==> config.mk <==
export PLATFORM = sky130hd
export DESIGN_NAME = window3x3_stream_filter
export DESIGN_NICKNAME = d
export VERILOG_FILES = /design/src/rtl/window3x3_stream_filter_pkg.sv /design/src/rtl/window3x3_stream_filter_line_buffer.sv /design/src/rtl/window3x3_stream_filter.sv
export SDC_FILE = /design/constraint.sdc
export NUM_CORES = 2
export LEC_CHECK = 0
export ABC_AREA = 1
export CORE_ASPECT_RATIO = 1.75
export CORE_MARGIN = 2
export CORE_UTILIZATION = 63
export CTS_CLUSTER_SIZE = 28
export DETAILED_ROUTE_END_ITERATION = 10
export PLACE_DENSITY_LB_ADDON = 0.12
export SYNTH_ARGS = -nofsm -noshare
export SYNTH_HDL_FRONTEND = slang
export SYNTH_SLANG_ARGS = --single-unit
==> constraint.sdc <==
create_clock -name clk -period 103.1 [get_ports clk]
set_clock_uncertainty 0.1 [all_clocks]
set_input_delay 10.31 -clock clk [delete_from_list [all_inputs] [get_ports clk]]
set_output_delay 10.31 -clock clk [all_outputs]
set_load 0.01 [all_outputs]
==> src/rtl/window3x3_stream_filter_pkg.sv <==
// Shared encodings for the 3x3 streaming window filter: kernel select and control states.
package window3x3_stream_filter_pkg;

    typedef enum logic [1:0] {
        MODE_MEDIAN = 2'b00,
        MODE_SOBEL  = 2'b01,
        MODE_PASS   = 2'b10,
        MODE_GAUSS  = 2'b11
    } mode_e;

    typedef enum logic [1:0] {
        IDLE   = 2'd0,
        STREAM = 2'd1,
        FLUSH  = 2'd2
    } state_e;

endpackage

==> src/rtl/window3x3_stream_filter_line_buffer.sv <==
// One image line of delay: dout is the pixel pushed DEPTH pushes ago (read before write).
module window3x3_stream_filter_line_buffer #(
    parameter int DEPTH = 100,
    parameter int PIX_W = 8
) (
    input  logic             clk,
    input  logic             push,
    input  logic [PIX_W-1:0] din,
    output logic [PIX_W-1:0] dout
);

    logic [DEPTH-1:0][PIX_W-1:0] sr;

    // Contents are only consumed once a full line has been pushed, so no reset is needed.
    always_ff @(posedge clk) begin
        if (push) sr <= {sr[DEPTH-2:0], din};
    end

    assign dout = sr[DEPTH-1];

endmodule

==> src/rtl/window3x3_stream_filter.sv <==
// Raster-order 3x3 neighbourhood filter (median / sobel / passthrough / gaussian) with
// valid/ready on both sides, two line buffers and frame start/done handshake.
module window3x3_stream_filter
    import window3x3_stream_filter_pkg::*;
#(
    parameter int               PIX_W      = 8,
    parameter int               IMG_W      = 100,
    parameter int               IMG_H      = 100,
    parameter int               ADDR_W     = 14,
    parameter logic [PIX_W-1:0] BORDER_VAL = '0
) (
    input  logic              clk,
    input  logic              rst,
    input  logic              start,
    input  logic [1:0]        mode,
    input  logic              in_valid,
    output logic              in_ready,
    input  logic [PIX_W-1:0]  in_data,
    output logic              out_valid,
    input  logic              out_ready,
    output logic [PIX_W-1:0]  out_data,
    output logic [ADDR_W-1:0] out_addr,
    output logic              busy,
    output logic              frame_done
);

    localparam int SW = PIX_W + 4;
    localparam int CW = $clog2(IMG_W);
    localparam int RW = $clog2(IMG_H);
    localparam logic [ADDR_W-1:0] LAST     = ADDR_W'(IMG_W * IMG_H - 1);
    localparam logic [ADDR_W-1:0] PRIME    = ADDR_W'(IMG_W + 1);
    localparam logic [CW-1:0]     COL_LAST = CW'(IMG_W - 1);
    localparam logic [RW-1:0]     ROW_LAST = RW'(IMG_H - 1);

    typedef logic [8:0][PIX_W-1:0] win9_t;

    state_e                       state, state_nxt;
    mode_e                        mode_q;
    logic [ADDR_W-1:0]            in_cnt, out_cnt;
    logic [RW-1:0]                pr;
    logic [CW-1:0]                pc;
    logic [2:0][1:0][PIX_W-1:0]   wreg;
    logic [2:0][PIX_W-1:0]        newcol;
    logic [1:0][PIX_W-1:0]        lb_din, lb_dout;
    win9_t                        p;
    logic                         in_fire, out_fire, last_out, produce, interior;
    logic [PIX_W-1:0]             kern;

    function automatic logic [SW-1:0] zx(input logic [PIX_W-1:0] v);
        return {4'b0, v};
    endfunction

    // Exact median: the element with at most four strictly smaller and at least five
    // smaller-or-equal neighbours; every candidate satisfying that has the same value.
    function automatic logic [PIX_W-1:0] median9(input win9_t v);
        logic [PIX_W-1:0] m;
        int lt, le;
        m = v[4];
        for (int i = 0; i < 9; i++) begin
            lt = 0;
            le = 0;
            for (int j = 0; j < 9; j++) begin
                if (v[j] < v[i])  lt++;
                if (v[j] <= v[i]) le++;
            end
            if (lt <= 4 && le >= 5) m = v[i];
        end
        return m;
    endfunction

    function automatic logic [PIX_W-1:0] sobel9(input win9_t v);
        logic signed [SW-1:0] gx, gy;
        logic [SW-1:0]        ax, ay, mag;
        gx  = $signed((zx(v[2]) + (zx(v[5]) << 1) + zx(v[8])) -
                      (zx(v[0]) + (zx(v[3]) << 1) + zx(v[6])));
        gy  = $signed((zx(v[6]) + (zx(v[7]) << 1) + zx(v[8])) -
                      (zx(v[0]) + (zx(v[1]) << 1) + zx(v[2])));
        ax  = gx[SW-1] ? -gx : gx;
        ay  = gy[SW-1] ? -gy : gy;
        mag = ax + ay;
        return (|mag[SW-1:PIX_W]) ? '1 : mag[PIX_W-1:0];
    endfunction

    function automatic logic [PIX_W-1:0] gauss9(input win9_t v);
        logic [SW-1:0] s;
        s = zx(v[0]) + (zx(v[1]) << 1) + zx(v[2]) +
            (zx(v[3]) << 1) + (zx(v[4]) << 2) + (zx(v[5]) << 1) +
            zx(v[6]) + (zx(v[7]) << 1) + zx(v[8]);
        return s[SW-1:4];
    endfunction

    // Row r-1 comes out of the second buffer, row r out of the first, row r+1 is live input.
    assign lb_din[0] = in_data;
    assign lb_din[1] = lb_dout[0];

    for (genvar g = 0; g < 2; g++) begin : g_lb
        window3x3_stream_filter_line_buffer #(
            .DEPTH (IMG_W),
            .PIX_W (PIX_W)
        ) u_lb (
            .clk  (clk),
            .push (in_fire),
            .din  (lb_din[g]),
            .dout (lb_dout[g])
        );
    end

    assign newcol[0] = lb_dout[1];
    assign newcol[1] = lb_dout[0];
    assign newcol[2] = in_data;

    // Window as it will be after this push; the result registers in the same cycle.
    always_comb begin
        for (int r = 0; r < 3; r++) begin
            p[3*r]     = wreg[r][0];
            p[3*r + 1] = wreg[r][1];
            p[3*r + 2] = newcol[r];
        end
    end

    always_ff @(posedge clk) begin
        if (in_fire) begin
            for (int r = 0; r < 3; r++) begin
                wreg[r][0] <= wreg[r][1];
                wreg[r][1] <= newcol[r];
            end
        end
    end

    always_comb begin
        case (mode_q)
            MODE_MEDIAN: kern = median9(p);
            MODE_SOBEL:  kern = sobel9(p);
            MODE_PASS:   kern = p[4];
            default:     kern = gauss9(p);
        endcase
    end

    assign in_ready = (state == STREAM) && (!out_valid || out_ready);
    assign in_fire  = in_valid && in_ready;
    assign out_fire = out_valid && out_ready;
    assign last_out = (out_cnt == LAST);
    assign produce  = (in_fire && in_cnt >= PRIME) ||
                      (state == FLUSH && (!out_valid || (out_ready && !last_out)));
    assign interior = (pr != '0) && (pr != ROW_LAST) && (pc != '0) && (pc != COL_LAST);
    assign busy     = (state != IDLE);
    assign out_addr = out_cnt;

    always_ff @(posedge clk or negedge rst) begin
        if (!rst) state <= IDLE;
        else      state <= state_nxt;
    end

    always_comb begin
        state_nxt = state;
        case (state)
            IDLE:    if (start) state_nxt = STREAM;
            STREAM:  if (in_fire && in_cnt == LAST) state_nxt = FLUSH;
            FLUSH:   if (out_fire && last_out) state_nxt = IDLE;
            default: state_nxt = IDLE;
        endcase
    end

    // pr/pc track the position of the next output to be produced, not the accepted one.
    always_ff @(posedge clk or negedge rst) begin
        if (!rst) begin
            mode_q     <= MODE_MEDIAN;
            in_cnt     <= '0;
            out_cnt    <= '0;
            pr         <= '0;
            pc         <= '0;
            out_valid  <= 1'b0;
            out_data   <= '0;
            frame_done <= 1'b0;
        end else begin
            frame_done <= (state == FLUSH) && out_fire && last_out;
            if (state == IDLE && start) begin
                mode_q  <= mode_e'(mode);
                in_cnt  <= '0;
                out_cnt <= '0;
                pr      <= '0;
                pc      <= '0;
            end
            if (in_fire)  in_cnt  <= (in_cnt == LAST) ? '0 : in_cnt + 1'b1;
            if (out_fire) out_cnt <= last_out ? '0 : out_cnt + 1'b1;
            if (produce) begin
                out_data <= interior ? kern : BORDER_VAL;
                pc       <= (pc == COL_LAST) ? '0 : pc + 1'b1;
                if (pc == COL_LAST) pr <= (pr == ROW_LAST) ? '0 : pr + 1'b1;
            end
            if (produce)       out_valid <= 1'b1;
            else if (out_fire) out_valid <= 1'b0;
        end
    end

endmodule

After elaboration in Yosys (flattened, before gate mapping)
Index checks and enable logic that the tools add are counted.
W data, S select, Z words.
{"block": "word_totals", "reg_bits": 1672}
{"block": "classes", "reduce_logical": 39, "order_cmp": 181, "n_mux": 356, "n_addsub": 167, "eq_ne": 13}
{"cell": "$mux W32", "n": 306}
{"cell": "$add A32 B2 Y32 const B", "n": 144}
{"cell": "$le A8 B8 Y1", "n": 81}
{"cell": "$lt A8 B8 Y1", "n": 81}
{"cell": "$ge A32 B4 Y1 const B", "n": 9}
{"cell": "$le A32 B4 Y1 const B", "n": 9}
{"cell": "$mux W8", "n": 11}
{"cell": "$mux W14", "n": 5}
{"cell": "$mux W7", "n": 7}
{"cell": "$add A10 B8 Y11", "n": 4}
{"cell": "$add A8 B9 Y10", "n": 4}
{"cell": "$add A14 B1 Y14 const B", "n": 2}
{"cell": "$eq A14 B14 Y1 const B", "n": 2}
{"cell": "$add A12 B8 Y12", "n": 2}
{"cell": "$add A12 B9 Y12", "n": 2}
{"cell": "$mux W12", "n": 2}
{"cell": "$neg A12 Y12", "n": 2}
{"cell": "$pmux W8 S3", "n": 1}
{"cell": "$logic_and A1 B1 Y1", "n": 23}
{"cell": "$mux W1", "n": 20}
{"cell": "$add A7 B1 Y7 const B", "n": 2}
{"cell": "$eq A7 B7 Y1 const B", "n": 2}
{"cell": "$ge A14 B7 Y1 const B", "n": 1}
{"cell": "$ne A7 B7 Y1 const B", "n": 2}
{"cell": "other kinds (18)", "n": 32}

Depth between registers and ports, before layout
{"block": "logic_depth", "word_depth": 40, "ltp_mapped": 54, "mapped_depth_nobuf": 53}

Hierarchy
From an unflattened synthesis, not the netlist that was laid out.
{"block": "unflattened", "hier_cells": 5717, "hier_area_um2": 74507.7}
{"mod": "window3x3_stream_filter_line_buffer", "area_each_um2": 24083.1, "cells_per_inst": 808, "n_inst": 2, "seq_area_each_um2": 24023.0}
{"mod": "window3x3_stream_filter", "area_each_um2": 26341.5, "cells_per_inst": 4101, "n_inst": 1, "seq_area_each_um2": 2842.7}

Least setup slack after synthesis
Ideal clock, no wire load.
{"block": "synth_timing", "path_kind": "in2reg", "start": "input port out_ready", "end": "register in_cnt[0]", "slack_ns": 55.463, "path_stages": 6, "setup_ns": 0.198, "t_required_ns": 102.802, "path_buffers": 0, "t_arrival_ns": 47.339, "path_cell_list": "nor2_1 -> nor3_1 -> nand2_1 -> inv_1 -> nand2_1 -> o21ai_0"}
{"block": "synth_between", "elab_chain_len": 4, "word_cells_on_any_way": 5}
{"element": "start: declaration", "line_no": "window3x3_stream_filter.sv:20", "rtl": "input logic out_ready,"}
{"element": "$logic_or A1 B1 Y1 *", "line_no": "window3x3_stream_filter.sv:139", "rtl": "assign in_ready = (state == STREAM) && (!out_valid || out_ready);"}
{"element": "$logic_and A1 B1 Y1 *", "line_no": "window3x3_stream_filter.sv:139"}
{"element": "named net in_ready", "line_no": "window3x3_stream_filter.sv:17", "rtl": "output logic in_ready,"}
{"element": "$logic_and A1 B1 Y1 *", "line_no": "window3x3_stream_filter.sv:140", "rtl": "assign in_fire = in_valid && in_ready;"}
{"element": "named net g_lb[0].u_lb.push", "line_no": "window3x3_stream_filter_line_buffer.sv:7", "rtl": "input logic push,"}
{"element": "$mux W14 / $reduce_bool A2 Y1 (equally long branches)"}
{"element": "end signal: assignment", "line_no": "window3x3_stream_filter.sv:184", "rtl": "if (in_fire) in_cnt <= (in_cnt == LAST) ? '0 : in_cnt + 1'b1;"}
{"element": "end: declaration", "line_no": "window3x3_stream_filter.sv:39", "rtl": "logic [ADDR_W-1:0] in_cnt, out_cnt;"}
Mark *: on every way through the listed nets, which the timed path passes. The rest lies on a longest branch.
A chain may end at the register's enable or synchronous reset.

Final worst setup path
{"block": "layout_timing", "start": "input port out_ready", "end": "output port in_ready"}
{"block": "layout_between", "elab_chain_len": 2}
{"element": "$logic_or A1 B1 Y1", "line_no": "window3x3_stream_filter.sv:139"}
{"element": "$logic_and A1 B1 Y1", "line_no": "window3x3_stream_filter.sv:139"}
{"element": "end: declaration", "line_no": "window3x3_stream_filter.sv:17"}
Every way passes these cells.

==> reports/results.txt <==
Initial antenna violation count: 3
R2r worst-path depth: 46
Synthesized area per cell: 13.0 µm²
FF-to-FF setup slack: 94.42 ns
Unrepaired setup endpoints after global routing: false
Max-slew violations: 0
DIE AREA: 0.120 mm²
Ys async rst share: 3.35%
Floorplan row count: 166
Flops & latches, synth: 1672
Reg-to-reg startpoint: g_lb[1].u_lb.dout[3]
Crit-path max FO: 3
DRT Pass-1 Iters: 8
Post-CTS sizing: 0
Type of origin of the critical path: input port
Status: completed
Vias: 42403
Hold Path Class: flip-flop to flip-flop
TritonCTS clock tree: built
Fill count: 7896
Setup violations, final: 0
Syn Inst Count: 5707
Worst Slack Setup Final: 81.03 ns
Final hold viol count: 0
Headroom to the max-slew limit: 20.5%
IO buf count: 40
Post-CTS setup buffers: 0
Register area: 0.0499 mm²
Vias in the first global route: 42612
Crit path from: out_ready
Final WL: 166 mm
Max frequency: 45.3 MHz
Clk sinks: 1672
Setup WS pre-CTS: 81.05 ns
Pin count of the biggest net entering global routing: 199
Critical Path AT: 11.66 ns
Die span in x: 263 µm
Critical path endpoint category: output port
Clock buffer depth: 3
Synth area leader: edfxtp_1
Layout cells sized above 1: 8.71%
Core area: 0.117 mm²
Iteration-0 DRC Markers: 3453
Critical path class: input port to output port
Post-CTS Hold Buffers: 0
Total GRT Usage: 28.1%
Synth warn: 0
Die Ht: 457 µm
Clock latency at the later pin of the worst-skew pair: 0.79 ns
Drt wl/cell: 22.0 µm
Setup TNS: 0 ns
Most frequent cells in the layout: 1616 x edfxtp_1, 1137 x nand2_1, 751 x inv_1
Total CTS buffers: 139
Final ANT Viol Nets: 0
Final GP Congestion: 0.992
Initial core utilization: 63.4%
R2r endpoint: out_data[6]
Num ports: 41
Vias per inst: 5.61
Commonest non-fill, non-tap cell in the layout: edfxtp_1
Post-DP HPWL: 109 mm
First-pass GRT wire length: 249 mm
Worst Max-Slew Pin Slew: 1.19 ns
Fin crit period: 22.07 ns
Post-synth EDFFs: 1616
Yosys top cell area share: 65.6%
Worst-path clk slew: 0.06 ns
Synthesized cell area: 0.0740 mm²
Grt ovf: 0
Critical Path Sink: in_ready
Number of max-cap violations: 0
H-tree depth: 4
Area contributors post-synth: edfxtp_1 66%, ha_1 8.3%, nand2_1 5.8%
WP data required: 92.69 ns
DR DRC count: 0
Ys flop type: edfxtp_1
Area of the multi-input gates: 0.0209 mm²
Fraction of the yosys area taken by sequential cells: 67.5%
Post-synthesis cell type count: 65
Post-synth net total: 6314
Area Growth Syn to Fin: 9.82%
Period utilisation layout: 21.4%
Clk root buf: clkbuf_16
Final nets: 6542
-- state kept, by name, indices dropped and copies added, names as in the netlist --
name,flops
out_valid,1
g_lb.u_lb.sr,1568
pc,7
pr,7
in_cnt,14
frame_done,1
p,32
out_addr,14
out_data,8
g_lb.u_lb.dout,16
mode_q,2
state,2
-- logic make-up after synthesis --
logic type	share of synthesized area (%)
flip-flops	67.5
XOR/XNOR	1.22
adder cells (fa/ha/maj)	11.0
AND/OR/NAND/NOR	12.5
buffers and inverters	4.25
AO/OA/AOI/OAI	3.47
-- worst min path at each step --
| stage | start | endpoint | slack [ns] | cells after the start |
|---|---|---|---|---|
| 5_1_grt | g_lb[0].u_lb.sr[45] | g_lb[0].u_lb.sr[53] | 0.30 | 0 |
| 4_1_cts | g_lb[0].u_lb.sr[45] | g_lb[0].u_lb.sr[53] | 0.30 | 0 |
| 2_1_floorplan | g_lb[0].u_lb.sr[784] | g_lb[0].u_lb.dout[0] | 0.30 | 0 |
| 3_3_place_gp | g_lb[0].u_lb.sr[139] | g_lb[0].u_lb.sr[147] | 0.30 | 0 |
| 6_report | g_lb[0].u_lb.sr[45] | g_lb[0].u_lb.sr[53] | 0.30 | 0 |
| 3_5_place_dp | g_lb[0].u_lb.sr[98] | g_lb[0].u_lb.sr[106] | 0.30 | 0 |
-- area by class of cell --
class                           instances  area share (%)
Tap cell                             1512            2.33
Sequential cell                      1672            61.5
Multi-Input combinational cell       3211            25.7
Antenna cell                            2         0.00616
Timing Repair Buffer                   98            1.07
Inverter                              813            3.77
Clock inverter                         92            1.20
Clock buffer                          163            4.44
-- synthesized netlist by cell type (all sizes together) (19+ instances only) --
| cell | instances |
|---|---|
| edfxtp | 1616 |
| nand2 | 1226 |
| inv | 805 |
| ha | 493 |
| nor2 | 339 |
| nand3 | 284 |
| a21oi | 172 |
| o21ai | 157 |
| nand4 | 105 |
| fa | 99 |
| xor2 | 75 |
| dfrtp | 56 |
| or2 | 46 |
| nor3 | 38 |
| nand3b | 30 |
| o22ai | 22 |
| xnor2 | 21 |
| a211oi | 19 |
-- metal layers --
metal,share of wire [%],global-route usage [%],wire length [µm]
met1,38,32.6,62500
met2,50,48.5,83700
met3,4.4,4.07,7370
met4,7.5,18.9,12500
met5,0,0,0
-- per-stage QoR --
stage | instance area (µm²) | hold WS, ns | std cells | utilization, %
finish | 81200 | 0.301 | 7563 | 69.6
global placement | 76600 | 0.300 | 7306 | 65.7
detailed placement | 76600 | 0.305 | 7306 | 65.7
global route | 81200 | 0.303 | 7563 | 69.6
floorplan | 74000 | 0.300 | 5707 | -
CTS | 81200 | 0.297 | 7561 | 69.6
-- critical path, stage by stage --
cell and delay [ns]:
clkdlybuf4s50_1 0.49, nor2_1 0.07, nor3_1 0.20, clkdlybuf4s50_1 0.59
Power is left out: the tool's default activity adds up to more than one toggle a clock period on the data nets, which glitch-free logic cannot reach.
